===== config.mk =====
export PLATFORM = sky130hd
export DESIGN_NAME = mod_n_updown_counter
export DESIGN_NICKNAME = d
export VERILOG_FILES = /design/src/rtl/mod_n_updown_counter.sv
export SDC_FILE = /design/constraint.sdc
export NUM_CORES = 1
export LEC_CHECK = 0
export CAP_MARGIN = 20
export CELL_PAD_IN_SITES_DETAIL_PLACEMENT = 1
export CELL_PAD_IN_SITES_GLOBAL_PLACEMENT = 1
export CORE_MARGIN = 2
export CORE_UTILIZATION = 33
export CTS_BUF_LIST = sky130_fd_sc_hd__clkbuf_4 sky130_fd_sc_hd__clkbuf_8
export CTS_CLUSTER_DIAMETER = 50
export DETAILED_ROUTE_END_ITERATION = 6
export PLACE_DENSITY = 0.84
export SETUP_SLACK_MARGIN = 0.1
export SLEW_MARGIN = 20
export SYNTH_ARGS = -nofsm -noshare
export SYNTH_HDL_FRONTEND = slang
export SYNTH_SLANG_ARGS = --single-unit

===== constraint.sdc =====
create_clock -name clk -period 3.45 [get_ports clk]
set_input_delay 1.035 -clock clk [delete_from_list [all_inputs] [get_ports clk]]
set_output_delay 1.035 -clock clk [all_outputs]
set_load 0.05 [all_outputs]

===== src/rtl/mod_n_updown_counter.sv =====
// mod_n_updown_counter: modulo-N up/down counter with parallel load.
//
// Counts over 0..MODULUS-1, either wrapping (SATURATE=0) or holding
// (SATURATE=1) at the limits. Per-edge priority: rst, load, en, hold.
//
// Ports:
//   clk       in   clock, rising edge
//   rst       in   synchronous active-high reset
//   en        in   count enable
//   load      in   parallel load strobe (overrides en and mode)
//   mode      in   direction, 1 = up, 0 = down
//   data      in   [WIDTH-1:0] load value
//   count     out  [WIDTH-1:0] registered count
//   wrap      out  registered one-cycle pulse on a wrap transition
//   sat       out  registered one-cycle pulse on a blocked count (SATURATE=1)
//   load_err  out  registered one-cycle pulse on an out-of-range load
//   at_limit  out  combinational: count sits at the limit for the current mode
module mod_n_updown_counter #(
  parameter int unsigned WIDTH    = 4,
  parameter int unsigned MODULUS  = 15,
  parameter int unsigned SATURATE = 0
) (
  input  logic             clk,
  input  logic             rst,
  input  logic             en,
  input  logic             load,
  input  logic             mode,
  input  logic [WIDTH-1:0] data,
  output logic [WIDTH-1:0] count,
  output logic             wrap,
  output logic             sat,
  output logic             load_err,
  output logic             at_limit
);

  // 64-bit bound so MODULUS = 2**WIDTH is representable for any sane WIDTH.
  localparam longint unsigned RangeMax = 64'd1 << WIDTH;

  if (WIDTH < 1 || WIDTH > 32 || MODULUS < 2 || longint'(MODULUS) > RangeMax ||
      SATURATE > 1) begin : gen_bad_params
    $error("mod_n_updown_counter: illegal WIDTH/MODULUS/SATURATE");
  end

  // MODULUS-1 always fits in WIDTH bits, even when MODULUS = 2**WIDTH.
  localparam logic [WIDTH-1:0] MaxVal = WIDTH'(MODULUS - 1);

  logic [WIDTH-1:0] count_q, count_d;
  logic             wrap_q, wrap_d;
  logic             sat_q, sat_d;
  logic             load_err_q, load_err_d;

  always_comb begin
    count_d    = count_q;
    wrap_d     = 1'b0;
    sat_d      = 1'b0;
    load_err_d = 1'b0;
    if (load) begin
      // data is WIDTH bits, so data >= MODULUS is equivalent to data > MaxVal.
      if (data > MaxVal) begin
        count_d    = MaxVal;
        load_err_d = 1'b1;
      end else begin
        count_d = data;
      end
    end else if (en) begin
      if (mode) begin
        if (count_q == MaxVal) begin
          if (SATURATE == 1) begin
            sat_d = 1'b1;
          end else begin
            count_d = '0;
            wrap_d  = 1'b1;
          end
        end else begin
          count_d = count_q + 1'b1;
        end
      end else begin
        if (count_q == '0) begin
          if (SATURATE == 1) begin
            sat_d = 1'b1;
          end else begin
            count_d = MaxVal;
            wrap_d  = 1'b1;
          end
        end else begin
          count_d = count_q - 1'b1;
        end
      end
    end
  end

  always_ff @(posedge clk) begin
    if (rst) begin
      count_q    <= '0;
      wrap_q     <= 1'b0;
      sat_q      <= 1'b0;
      load_err_q <= 1'b0;
    end else begin
      count_q    <= count_d;
      wrap_q     <= wrap_d;
      sat_q      <= sat_d;
      load_err_q <= load_err_d;
    end
  end

  assign count    = count_q;
  assign wrap     = wrap_q;
  assign sat      = sat_q;
  assign load_err = load_err_q;
  assign at_limit = mode ? (count_q == MaxVal) : (count_q == '0);

endmodule


# --- Word-level counts from Yosys, hierarchy flattened ---
# Index checks and enable logic that the tools add are counted.
op_classes:
  add_sub_neg: 2
  order_cmp: 1
  eq_ne: 1
  mux: 11
  bitwise_logic: 2
  reduce_logical: 4
ops:
  columns: ["cell", "count"]
  rows:
  - ["$mux W4", 6]
  - ["$mux W1", 5]
  - ["$add A4 B1 Y4 const B", 1]
  - ["$eq A4 B4 Y1 const B", 1]
  - ["$gt A4 B4 Y1 const B", 1]
  - ["$logic_not A4 Y1", 1]
  - ["$sub A4 B1 Y4 const B", 1]
  - ["$reduce_or A3 Y1", 1]
  - ["$not A1 Y1", 2]
  - ["$reduce_bool A2 Y1", 1]
  - ["$reduce_or A2 Y1", 1]
totals:
  ff_bits: 6
  inputBits: 9
  output_inout_bits: 8
  word_cells: 24

# --- Logic depth before layout (Yosys ltp) ---
depth:
  ltp_word: 5
  mapped_depth: 6
  ltp_nobuf: 6

# --- Least setup slack after synthesis ---
# No wires, ideal clock.
synth_path:
  path_type: "input-to-output"
  from: "in mode"
  to: "out at_limit"
  arrival_ps: 1961
  required_time_ps: 2415
  setup_slack_ps: 454
  stages: 4
  path_buffers: 1
  path_cell_list: "clkbuf_1 nand2b_1 o31a_2 inv_1"
synth_between:
  elab_chain_cells: 1
synth_rtl:
  columns: ["element", "line_no", "text"]
  rows:
  - ["start: declaration", "27", "input logic mode,"]
  - ["$mux W1", "110", "assign at_limit = mode ? (count_q == MaxVal) : (count_q == '0);"]
  - ["end: declaration", "33", "output logic at_limit"]
# Every way passes these cells.

# --- Final worst setup path ---
# Ends and elaborated chain as after synthesis.

==> flow_summary.ini <==
[logic_synthesis]
synth-async-reset-ratio_pct = 0
syn-mean-instance-area_um2 = 7.57
number_of_flops_mapped_to_enable_cells_by_yosys = 0
dominantRegCellSynth = sky130_fd_sc_hd__dfxtp_1
total_standard_cell_area_after_synthesis_um2 = 454
yosysUniqueCellTypes = 24
ys_ff_latch = 6
netlist_instances = 60
seq_area_frac_synth_pct = 26.4
yosysWarnings = 0
mappedNetlistNets = 73

[placement]
dp_hpwl_um = 988
final_weighted_congestion_of_routability_driven_global_placement = 0.792
post_dp_cell_area_um2 = 614
port_buffers = 15

[finish]
footprint_of_the_multi_input_gates_um2 = 293
seq_area_um2 = 120
area_growth_pct = 40.2
drive_above_1_share_pct = 10.7
design.final.nets = 90
n_antenna_cell = 0
fill_cell_instance_count_of_the_final_layout = 174
stdcell_area_um2 = 637

[sta]
fin_setup_tns_ns = 0
hold-worst-slack_ns = 0.720
finalHoldViolations = 0
layout_min_cycle_time_ns = 3.21
tightestPinTransition_ns = 0.501
slew_headroom_pct = 66.5
clock-skew-final_ns = 0.0102
timing.final.max_slew_violations = 0
grt_setup_unrepaired = no
max_freq_mhz = 312
finalCritPeriodShare_pct = 92.9
report.final.setup_viol = 0

[critical_path]
critical_path.slowest_cell = sky130_fd_sc_hd__clkdlybuf4s50_1
critical_path_capture_point_type = primary output
worst_ep_required_time_ns = 2.41
start_kind = input pin
critPathMaxFanout = 3
worstPathArrival_ns = 2.17
worst_stage_delay_on_the_critical_path_ns = 0.41
path_delay_family = buffers and inverters
cp_cell_sequence = clkdlybuf4s50_1 > nand2b_1 > o31a_2 > inv_1 > buf_12
timing.critical_path.buf_inv = 3
timing_worst_setup_path_type = in -> out

[global_route]
maximum_number_of_pins_on_one_net_before_global_route_repair = 12
global_route.usage.total_pct = 19.9
gr-total-overflow = 0
via_count_of_the_first_global_routing_pass = 483
global_route_wire_length_before_repair_um = 2100
antenna_violations_before_repair = 0

[clock_network]
cts-resized-gates = 0
cts.repair_timing.setup_buffer_count = 0
cts_root_buffer = sky130_fd_sc_hd__clkbuf_4
cts_buffer_depth = 2
cts.htree.levels = 1
cts.clk_slew.worst_paths_ns = 0.05
clock_sinks = 6
number_of_buffers_created_by_cts = 3
postCtsHoldBufs = 0
clock_insertion_delay_worst_skew_ns = 0.25
clock_tree_from_tritoncts = done

[detailed_routing]
detailroute.via_count = 493
drtPass1Iterations = 4
routedWlPerCell_um = 13.9
drt_first_iter_violations = 5
routed_via_density = 5.48
remaining_drc_errors = 0
ant_nets = 0
wl_um = 1250

[power_and_ir_drop]
power_leakage_nw = 0.235
powerDensity_nw_per_um2 = 355
vdd.ir_drop.worst_mv = 0.307

[status]
outcome = finished, final reports clean

[floorplanning]
top_level_ports = 17
die_width_um = 41.1
initial_core_util_pct = 34.9
total_die_area_um2 = 1690
fp.dieH_um = 41.1
coreArea_um2 = 1300
row_count = 13

[flow_run]
cap_viol_max_count = 0

[hold_path]
min-delay-path-class = reg -> reg
==> layout by cell type (no fill, tap or decap) <==
cell and n:
sky130_fd_sc_hd__clkdlybuf4s50_1 14, sky130_fd_sc_hd__a21oi_1 8, sky130_fd_sc_hd__o21ai_0 6, sky130_fd_sc_hd__dfxtp_1 6, sky130_fd_sc_hd__nor2_1 4, sky130_fd_sc_hd__ha_1 4, sky130_fd_sc_hd__inv_1 3, sky130_fd_sc_hd__a31oi_1 3
sky130_fd_sc_hd__nor3_1 3, sky130_fd_sc_hd__nand2_1 3, sky130_fd_sc_hd__clkbuf_4 3, sky130_fd_sc_hd__nand2b_1 2, sky130_fd_sc_hd__nand4_1 2, sky130_fd_sc_hd__or3_1 2, sky130_fd_sc_hd__nand3_1 2, sky130_fd_sc_hd__clkinv_1 1
sky130_fd_sc_hd__o31a_2 1, sky130_fd_sc_hd__nor3b_1 1, sky130_fd_sc_hd__nand2b_4 1, sky130_fd_sc_hd__a311o_1 1, sky130_fd_sc_hd__o22ai_2 1, sky130_fd_sc_hd__a211oi_1 1, sky130_fd_sc_hd__conb_1 1, sky130_fd_sc_hd__buf_12 1
sky130_fd_sc_hd__buf_4 1
==> Yosys cell counts (all sizes together) (2+ instances only) <==
| master | n | area, µm² |
|---|---|---|
| nand3 | 2 | 10.0 |
| buf | 2 | 18.8 |
| o21ai | 6 | 30.0 |
| a31oi | 3 | 18.8 |
| nand2 | 3 | 11.3 |
| nand4 | 2 | 12.5 |
| ha | 4 | 50.1 |
| inv | 3 | 11.3 |
| clkbuf | 2 | 7.51 |
| nand2b | 3 | 26.3 |
| or3 | 2 | 12.5 |
| a21oi | 8 | 40.0 |
| nor3 | 3 | 15.0 |
| dfxtp | 6 | 120 |
| nor2 | 4 | 15.0 |
==> power by group <==
group / internal [W] / switching, W / total [W]
clock: 0.0000394 / 0.0000263 / 0.0000657
sequential: 0.0000735 / 0.00000815 / 0.0000816
combinational: 0.0000332 / 0.0000454 / 0.0000786
total: 0.000146 / 0.0000798 / 0.000226
==> state kept, by name, indices dropped and copies added, names as in the netlist <==
name,flops
count,4
load_err,1
wrap,1
==> cell type report <==
type,count,share of cell area [%]
Clock buffer,3,3.54
Inverter,4,2.36
Multi-Input combinational cell,46,46.0
Sequential cell,6,18.9
Tap cell,15,2.95
Timing Repair Buffer,16,26.3
==> layer usage <==
metal	GRT usage, %	part of all wire (%)	wire, µm	vias to the layer above
li1	-	-	-	245
met5	0	0	0	-
met2	33.6	49	611	15
met1	22.7	46	572	231
met3	7.07	4.9	61	2
met4	7.26	0.64	8	0
==> metrics by stage <==
stage / util, % / total power, W / setup slack, ns / cells
global placement: 47.2 / 0.000160 / 0.267 / 87
finish: 48.9 / 0.000226 / 0.244 / 90
detailed placement: 47.2 / 0.000162 / 0.229 / 87
floorplan: - / 0.000131 / 0.454 / 60
CTS: 48.9 / 0.000232 / 0.228 / 90
global route: 48.9 / 0.000240 / 0.194 / 90
==> final timing paths <==
kind	from	to	slack, ns	cells after the start
worst min-delay path	count[1]	count[1]	0.72	4
worst min register to register	count[1]	count[1]	0.72	4
worst max register to register	count[0]	count[2]	1.81	6
worst max-delay path	mode	at_limit	0.24	5
==> worst min-delay path, stage by stage, from the launching register on <==
cell and delay, ns:
sky130_fd_sc_hd__dfxtp_1 0.37, sky130_fd_sc_hd__nor2_1 0.12, sky130_fd_sc_hd__nor2_1 0.04, sky130_fd_sc_hd__o21ai_0 0.07
sky130_fd_sc_hd__a21oi_1 0.07
==> kinds of logic after synthesis <==
kind of cell / share of synthesized area, %
fa+ha+maj: 11.0
compound gates: 28.4
other cells: 0.826
simple gates: 24.2
buf+inv: 9.09
flops: 26.4
No activity file was read; power rests on OpenSTA's default activity.
